<file path="src/rtl/csa_nibble_sequencer.sv">
// Multi-cycle WIDTH-bit adder: streams operands one nibble per cycle through a
// shared 4-bit carry-select adder, with valid/ready handshakes on both sides.

module carrySellectAdder (
  input  logic [3:0] a,
  input  logic [3:0] b,
  input  logic       cin,
  output logic [3:0] sum,
  output logic       cout
);
  logic [2:0] lo;
  logic [2:0] hi0;
  logic [2:0] hi1;
  logic [2:0] hi;

  // Upper pair is precomputed for both carry values and picked by the lower carry.
  assign lo   = {1'b0, a[1:0]} + {1'b0, b[1:0]} + {2'b00, cin};
  assign hi0  = {1'b0, a[3:2]} + {1'b0, b[3:2]};
  assign hi1  = {1'b0, a[3:2]} + {1'b0, b[3:2]} + 3'd1;
  assign hi   = lo[2] ? hi1 : hi0;
  assign sum  = {hi[1:0], lo[1:0]};
  assign cout = hi[2];
endmodule

module csa_nibble_sequencer #(
  parameter int WIDTH = 16
) (
  input  logic             clk,
  input  logic             rst_n,
  input  logic             in_valid,
  output logic             in_ready,
  input  logic [WIDTH-1:0] a,
  input  logic [WIDTH-1:0] b,
  input  logic             cin,
  output logic             out_valid,
  input  logic             out_ready,
  output logic [WIDTH-1:0] sum,
  output logic             cout,
  output logic             busy
);
  localparam int NIB   = WIDTH / 4;
  localparam int CNT_W = (NIB > 1) ? $clog2(NIB) : 1;

  generate
    if (WIDTH < 4 || (WIDTH % 4) != 0) begin : g_width_check
      $error("csa_nibble_sequencer: WIDTH must be a multiple of 4 and at least 4");
    end
  endgenerate

  typedef enum logic [1:0] {IDLE, RUN, DONE} state_t;

  state_t           state;
  logic [WIDTH-1:0] a_sh;
  logic [WIDTH-1:0] b_sh;
  logic [WIDTH-1:0] sum_sh;
  logic [WIDTH-1:0] sum_next;
  logic             carry;
  logic [CNT_W-1:0] cnt;
  logic [3:0]       nib_sum;
  logic             nib_cout;

  carrySellectAdder u_csa (
    .a    (a_sh[3:0]),
    .b    (b_sh[3:0]),
    .cin  (carry),
    .sum  (nib_sum),
    .cout (nib_cout)
  );

  // Each new nibble enters at the top, so after NIB shifts nibble 0 sits at the bottom.
  generate
    if (NIB == 1) begin : g_one_nibble
      assign sum_next = nib_sum;
    end else begin : g_multi_nibble
      assign sum_next = {nib_sum, sum_sh[WIDTH-1:4]};
    end
  endgenerate

  assign in_ready  = rst_n && (state == IDLE);
  assign out_valid = (state == DONE);
  assign busy      = (state != IDLE);

  // NOTE: sequential state uses non-blocking assignments so every register
  // samples pre-edge values; the datapath registers are reset too so an
  // aborted transaction leaves nothing behind.
  always_ff @(posedge clk or negedge rst_n) begin
    if (!rst_n) begin
      state  <= IDLE;
      a_sh   <= '0;
      b_sh   <= '0;
      sum_sh <= '0;
      carry  <= 1'b0;
      cnt    <= '0;
      sum    <= '0;
      cout   <= 1'b0;
    end else begin
      case (state)
        IDLE: begin
          if (in_valid) begin
            a_sh  <= a;
            b_sh  <= b;
            carry <= cin;
            cnt   <= '0;
            state <= RUN;
          end
        end
        RUN: begin
          sum_sh <= sum_next;
          carry  <= nib_cout;
          a_sh   <= a_sh >> 4;
          b_sh   <= b_sh >> 4;
          cnt    <= cnt + 1'b1;
          if (cnt == CNT_W'(NIB - 1)) begin
            sum   <= sum_next;
            cout  <= nib_cout;
            state <= DONE;
          end
        end
        DONE: begin
          if (out_ready) state <= IDLE;
        end
        default: state <= IDLE;
      endcase
    end
  end
endmodule

</file>
<file path="config.mk">
export PLATFORM = sky130hd
export DESIGN_NAME = csa_nibble_sequencer
export DESIGN_NICKNAME = d
export VERILOG_FILES = /design/src/rtl/csa_nibble_sequencer.sv
export SDC_FILE = /design/constraint.sdc
export NUM_CORES = 1
export LEC_CHECK = 0
export ABC_AREA = 1
export CORE_MARGIN = 5
export CORE_UTILIZATION = 53
export CTS_CLUSTER_SIZE = 30
export DETAILED_ROUTE_END_ITERATION = 16
export GPL_ROUTABILITY_DRIVEN = 0
export MAX_ROUTING_LAYER = met4
export PLACE_DENSITY = 0.78
export SLEW_MARGIN = 0
export SYNTH_ARGS = -nofsm -noshare
export SYNTH_HDL_FRONTEND = slang
export SYNTH_HIERARCHICAL = 1
export SYNTH_SLANG_ARGS = --single-unit
</file>
<file path="constraint.sdc">
create_clock -name clk -period 2 [get_ports clk]
set_input_delay 0.4 -clock clk [delete_from_list [all_inputs] [get_ports clk]]
set_output_delay 0.4 -clock clk [all_outputs]
set_load 0.03 [all_outputs]
</file>
Word-level counts from Yosys, hierarchy flattened
Cells that the tools add are included.

Output and inout port bits: 20. Register bits: 70.

Mux-type cells: 13. Reduce and logical (&&, ||, !) cells: 7. Eq/ne operators: 6. Add/sub/neg operators: 5.

Operator list (count): $pmux 16 s2 (2); $mux 16 (2); $mux 2 (4); $add 2x2->3 (2); $pmux 2 s3 (1); $eq 2x2->1 const B (2); $ne 2x2->1 const B (2); $pmux 2 s2 (1); $reduce_and 2->1 (2); $reduce_bool 2->1 (2); $add 3x1->3 (1); $add 3x1->3 const B (1); $mux 3 (1); $reduce_and 3->1 (1); $add 2x1->2 const B (1); $eq 2x1->1 const B (1); $logic_not 2->1 (1); $ne 2x1->1 const B (1); $pmux 1 s2 (1); $logic_and 1x1->1 (1); $mux 1 (1).

Logic depth before layout (Yosys ltp)
Word-level depth: 4. Depth in mapped cells: 12.

Modules after synthesis
Netlist, hierarchy kept.

Modules (own cells, without submodules): csa_nibble_sequencer (cells an instance 372, instances 1, area an instance 3069.2 um^2); carrySellectAdder (cells an instance 20, instances 1, area an instance 148.9 um^2).

Worst setup path before layout
OpenSTA, ideal clock, no wires.

Kind: register -> output. Start point: reg state[0]. End point: out in_ready. Cell stages (with the launch flop): 5. Setup slack: 0.097 ns. Data arrival time: 1.503 ns. Required time: 1.600 ns. Cells stage by stage: dfrtp_1 -> buf_2 -> nor2_2 -> inv_1 -> nor2_1.

Cells in the longest elaborated chain, start to end: 2.

RTL lines: from (decl) (RTL line 52) `state_t state;`; from (signal assigned) (RTL line 88) `state <= IDLE;`; from (signal assigned) (RTL line 104) `state <= RUN;`; from (signal assigned) (RTL line 116) `state <= DONE;`; $logic_not 2->1 (RTL line 79) `assign in_ready = rst_n && (state == IDLE);`; $logic_and 1x1->1 (RTL line 79); to (decl) (RTL line 31) `output logic in_ready,`.

No other way between the ends.

Worst setup path after layout
Start point: reg state[1]. End point: out out_valid.

Cells in the longest elaborated chain, start to end: 1.

RTL lines: $eq 2x2->1 (RTL line 80) `assign out_valid = (state == DONE);`; to (decl) (RTL line 35) `output logic out_valid,`.

No other way between the ends.

==> results.md <==
Route:
- The number of routed nets with antenna violations is 0.
- The detailed-route vias per instance is 4.953.
- Wires add up to 6481 µm.
- Summing over every cut layer, the via total after detailed routing is 2610.
- Signal routing reaches up to met4.
- In the final routed layout, each cell accounts on average for 12.30 µm.
- The number of iterations in the first detailed-routing pass is 4.
- For this block, wires on met1 add up to 2876 µm.
- In this run, the number of DRC markers left after iteration 0 of detailed routing was 137.
- Detailed routing placed a total of 3100 µm of wire on met2.
- The sum of met3 wire segment lengths after detailed routing is 420 µm.
- For this run, design rule violations remaining after detail routing come to 0.

Synthesis:
- After synthesis, the most frequently instantiated cells are sky130_fd_sc_hd__nand2_1 (115), sky130_fd_sc_hd__inv_1 (73), sky130_fd_sc_hd__dfrtp_1 (66), sky130_fd_sc_hd__nand3_1 (64), sky130_fd_sc_hd__o21ai_0 (17).
- After technology mapping, the gate count stands at 392.
- The post-synthesis sequential area ratio is 0.5132.
- sky130_fd_sc_hd__nand2_1 is the most common cell in the netlist.
- After synthesis the netlist holds a flip-flop and latch count of 66.
- The synthesis warning total is 6.
- Of the post-synthesis cell area, the dominant cell type holds 0.5132.
- After synthesis, the share of flip-flops with an asynchronous set or reset is 1.000.
- For this run, the leading register cell type out of synthesis is sky130_fd_sc_hd__dfrtp_1.
- The largest area contributor in the synthesized netlist is sky130_fd_sc_hd__dfrtp_1.
- The synthesized netlist contains 23 unique library cells.
- The count of flip-flops with a built-in enable after synthesis is 0.
- In the post-synthesis netlist, the biggest area contributors are sky130_fd_sc_hd__dfrtp_1 (51%), sky130_fd_sc_hd__nand2_1 (13%), sky130_fd_sc_hd__nand3_1 (10%), sky130_fd_sc_hd__inv_1 (8.5%), sky130_fd_sc_hd__buf_6 (2.8%).
- The area of the mapped netlist is 3218 µm².
- Counting every net in the synthesized netlist gives 435.
- After synthesis, the mean cell area works out to 8.209 µm².

Clocking:
- The clock root buffer is sky130_fd_sc_hd__clkbuf_8.
- The clock net sink count is 66.
- The H-tree was split into 3 levels.
- The clock slew seen by the registers of the worst setup and hold paths is 70 ps.
- Counting the buffers created by CTS gives 9.
- The clock passes through at most 2 buffers.
- Hold repair after CTS inserted 0 buffers.
- Clock latency on the worst-skew pair, taken at its later pin, is 340 ps.
- TritonCTS built the clock tree.
- The total setup buffers inserted after CTS is 0.

Global route:
- The via count of the first global-routing pass is 2564.
- The initial antenna violation count was 0.
- The first global-routing pass estimated 11240 µm of wire.
- Across every metal layer, demand over resource in global routing totals 0.1933.
- Entering global routing, the biggest net connects 67 pins.
- For this run the aggregate overflow at the end of global routing stands at 0.

Cells and area:
- From synthesis to final layout, the design area changed by 22.12%.
- The register cell area after layout is 1652 µm².
- For this run, the share of the core covered by cells in the final layout is 0.6638.
- In the final layout, the share of cells above drive strength 1 is 0.07743.
- The number of fill cells is 522.
- In the final design database the tool counted 490 nets.
- The final antenna diode count is 0.
- The multi-input combinational cells in the finished layout cover a total of 1134 µm².
- Excluding fillers, the count of instances in the completed layout stands at 527.

Floorplan:
- The area of the core region is 5921 µm².
- The floorplan has 28 rows.
- Pin placement for this block handled 57 I/O pins.
- The die covers 7730 µm².
- The initial cell density of the core is 0.5435.
- From left edge to right edge, the die measures 87.92 µm.
- The vertical die dimension is 87.92 µm.

Setup path:
- The setup check on the worst reg-to-reg path leaves a slack of 140 ps.
- The most critical setup path has its endpoint at out_valid.
- The type of origin of the critical path is a register.
- The reg-to-reg critical path endpoint is carry$_DFFE_PN0P_.
- The startpoint identified for the worst register-to-register timing path is a_sh[2]$_DFFE_PN0P_.
- The depth of the worst register-to-register path is 11.
- The worst setup path is of the register to output pin kind.
- The critical path starts at state[1]$_DFFE_PN0P_.
- The endpoint arrival time on the critical path is 1460 ps.
- STA classifies the critical path endpoint as an output pin.
- The critical-path maximum fanout is 4.
- The data required time at the worst endpoint is 1600 ps.

Power and ir drop:
- The power density over the cells is 1667 nW/µm².
- Summed over all cells, the static leakage comes to 2.089 nW.
- The worst-case IR drop observed on VDD is 0.9656 mV.

Run:
- Across the run, the number of max-cap violations was 0.

Timing:
- Setup violations remaining at the end of the flow were counted as 0.
- The worst slew margin relative to its limit is 0.4637.
- The number of hold-slack violations in the final timing report was 0.
- Timing would allow up to 536.5 MHz.
- After routing, the total negative slack on setup checks comes to 0 ps.
- The final worst hold slack is 245.1 ps.
- The period utilization is 0.9320.
- The number of pins exceeding their max-slew limit in the final report is 0.
- Setup repair after global routing left no endpoint under its margin.
- At the pin with the least slew margin, the transition time is 804.4 ps.
- The final critical path time including I/O delays and setup is 1864 ps.
- The final worst clock skew is 7.858 ps.

Placement:
- The count of buffers added on input and output ports is 56.
- Detailed placement ended at an HPWL of 4461 µm.
- The total instance count after detailed placement is 511.

Status:
- The run finished with clean final reports.

Hold path:
- The tightest min-delay check is of the primary input to async pin type.
-- worst min-delay path by stage --
stage                            start                  end  slack (ps)
floorplan                        rst_n  a_sh[0]$_DFFE_PN0P_         100
global placement    sum[2]$_DFFE_PN0P_   sum[2]$_DFFE_PN0P_         450
detailed placement  sum[0]$_DFFE_PN0P_   sum[0]$_DFFE_PN0P_         460
CTS                              rst_n   cnt[1]$_DFFE_PN0P_         280
global route                     rst_n   cnt[1]$_DFFE_PN0P_         320
finish                           rst_n   sum[1]$_DFFE_PN0P_         250
-- cells in the final DEF (no fill, tap or decap), types with 2 or more instances in the layout --
cell / instances
sky130_fd_sc_hd__nand2_1: 115
sky130_fd_sc_hd__inv_1: 73
sky130_fd_sc_hd__dfrtp_1: 66
sky130_fd_sc_hd__ha_1: 2
sky130_fd_sc_hd__nor2_4: 2
sky130_fd_sc_hd__fa_1: 3
sky130_fd_sc_hd__clkbuf_1: 3
sky130_fd_sc_hd__buf_4: 10
sky130_fd_sc_hd__clkbuf_8: 10
sky130_fd_sc_hd__o21ai_2: 3
sky130_fd_sc_hd__nand3_1: 64
sky130_fd_sc_hd__clkdlybuf4s50_1: 52
sky130_fd_sc_hd__o21ai_1: 15
sky130_fd_sc_hd__o21ai_0: 17
sky130_fd_sc_hd__nor2_1: 3
sky130_fd_sc_hd__nand2_4: 3
sky130_fd_sc_hd__clkinv_2: 3
-- logic make-up (layout without fill, tap and decap cells) --
group	after synthesis	count (layout)	share of synthesized area
compound gates	37	37	0.06182
xor+xnor	1	1	0.002722
fa+ha+maj	6	6	0.03033
buf+inv	94	154	0.1369
flops	66	66	0.5132
simple gates	188	188	0.2551
-- sequential cells by signal, summed over array words and instances, names as in the netlist --
name,count
state,2
a_sh,16
cnt,2
sum_sh,12
b_sh,16
sum,16
cout,1
carry,1
-- repair_timing --
item | in CTS | in global routing
pin swaps | 0 | 0
gates resized for setup | 1 | 2
endpoints found under the setup margin | 1 | 2
-- final cells by class --
cell class,count,share of cell area
clock buffers,13,0.03789
clock inverters,3,0.003820
well taps,75,0.02388
flip-flops and latches,66,0.4202
inverters,74,0.07068
multi-input cells,232,0.2884
repair buffers,64,0.1550
-- critical path, stage by stage, from the launching register on --
cell and delay [ps]:
sky130_fd_sc_hd__dfrtp_1 480, sky130_fd_sc_hd__inv_2 120, sky130_fd_sc_hd__nor2_1 110, sky130_fd_sc_hd__dlygate4sd2_1 410
-- stage by stage --
stage	power [W]	setup WS (ps)	area (µm²)
floorplan	0.004809	96.97	3218
global placement	0.005465	215.5	3760
detailed placement	0.005617	109.1	3760
CTS	0.006579	84.79	3923
global route	0.007159	17.02	3930
finish	0.006550	136.1	3930
-- where the power goes --
group | switching [W] | internal [W]
Combinational | 0.00209 | 0.00122
Clock | 0.000479 | 0.000479
Sequential | 0.000331 | 0.00195
-- per-layer routing --
metal | vias to the layer above | GRT usage
li1 | 1309 | -
met2 | 75 | 0.3068
met4 | 0 | 0.05579
met1 | 1215 | 0.2373
met3 | 11 | 0.06209
met5 | - | -
No activity file was read; power rests on OpenSTA's default activity.
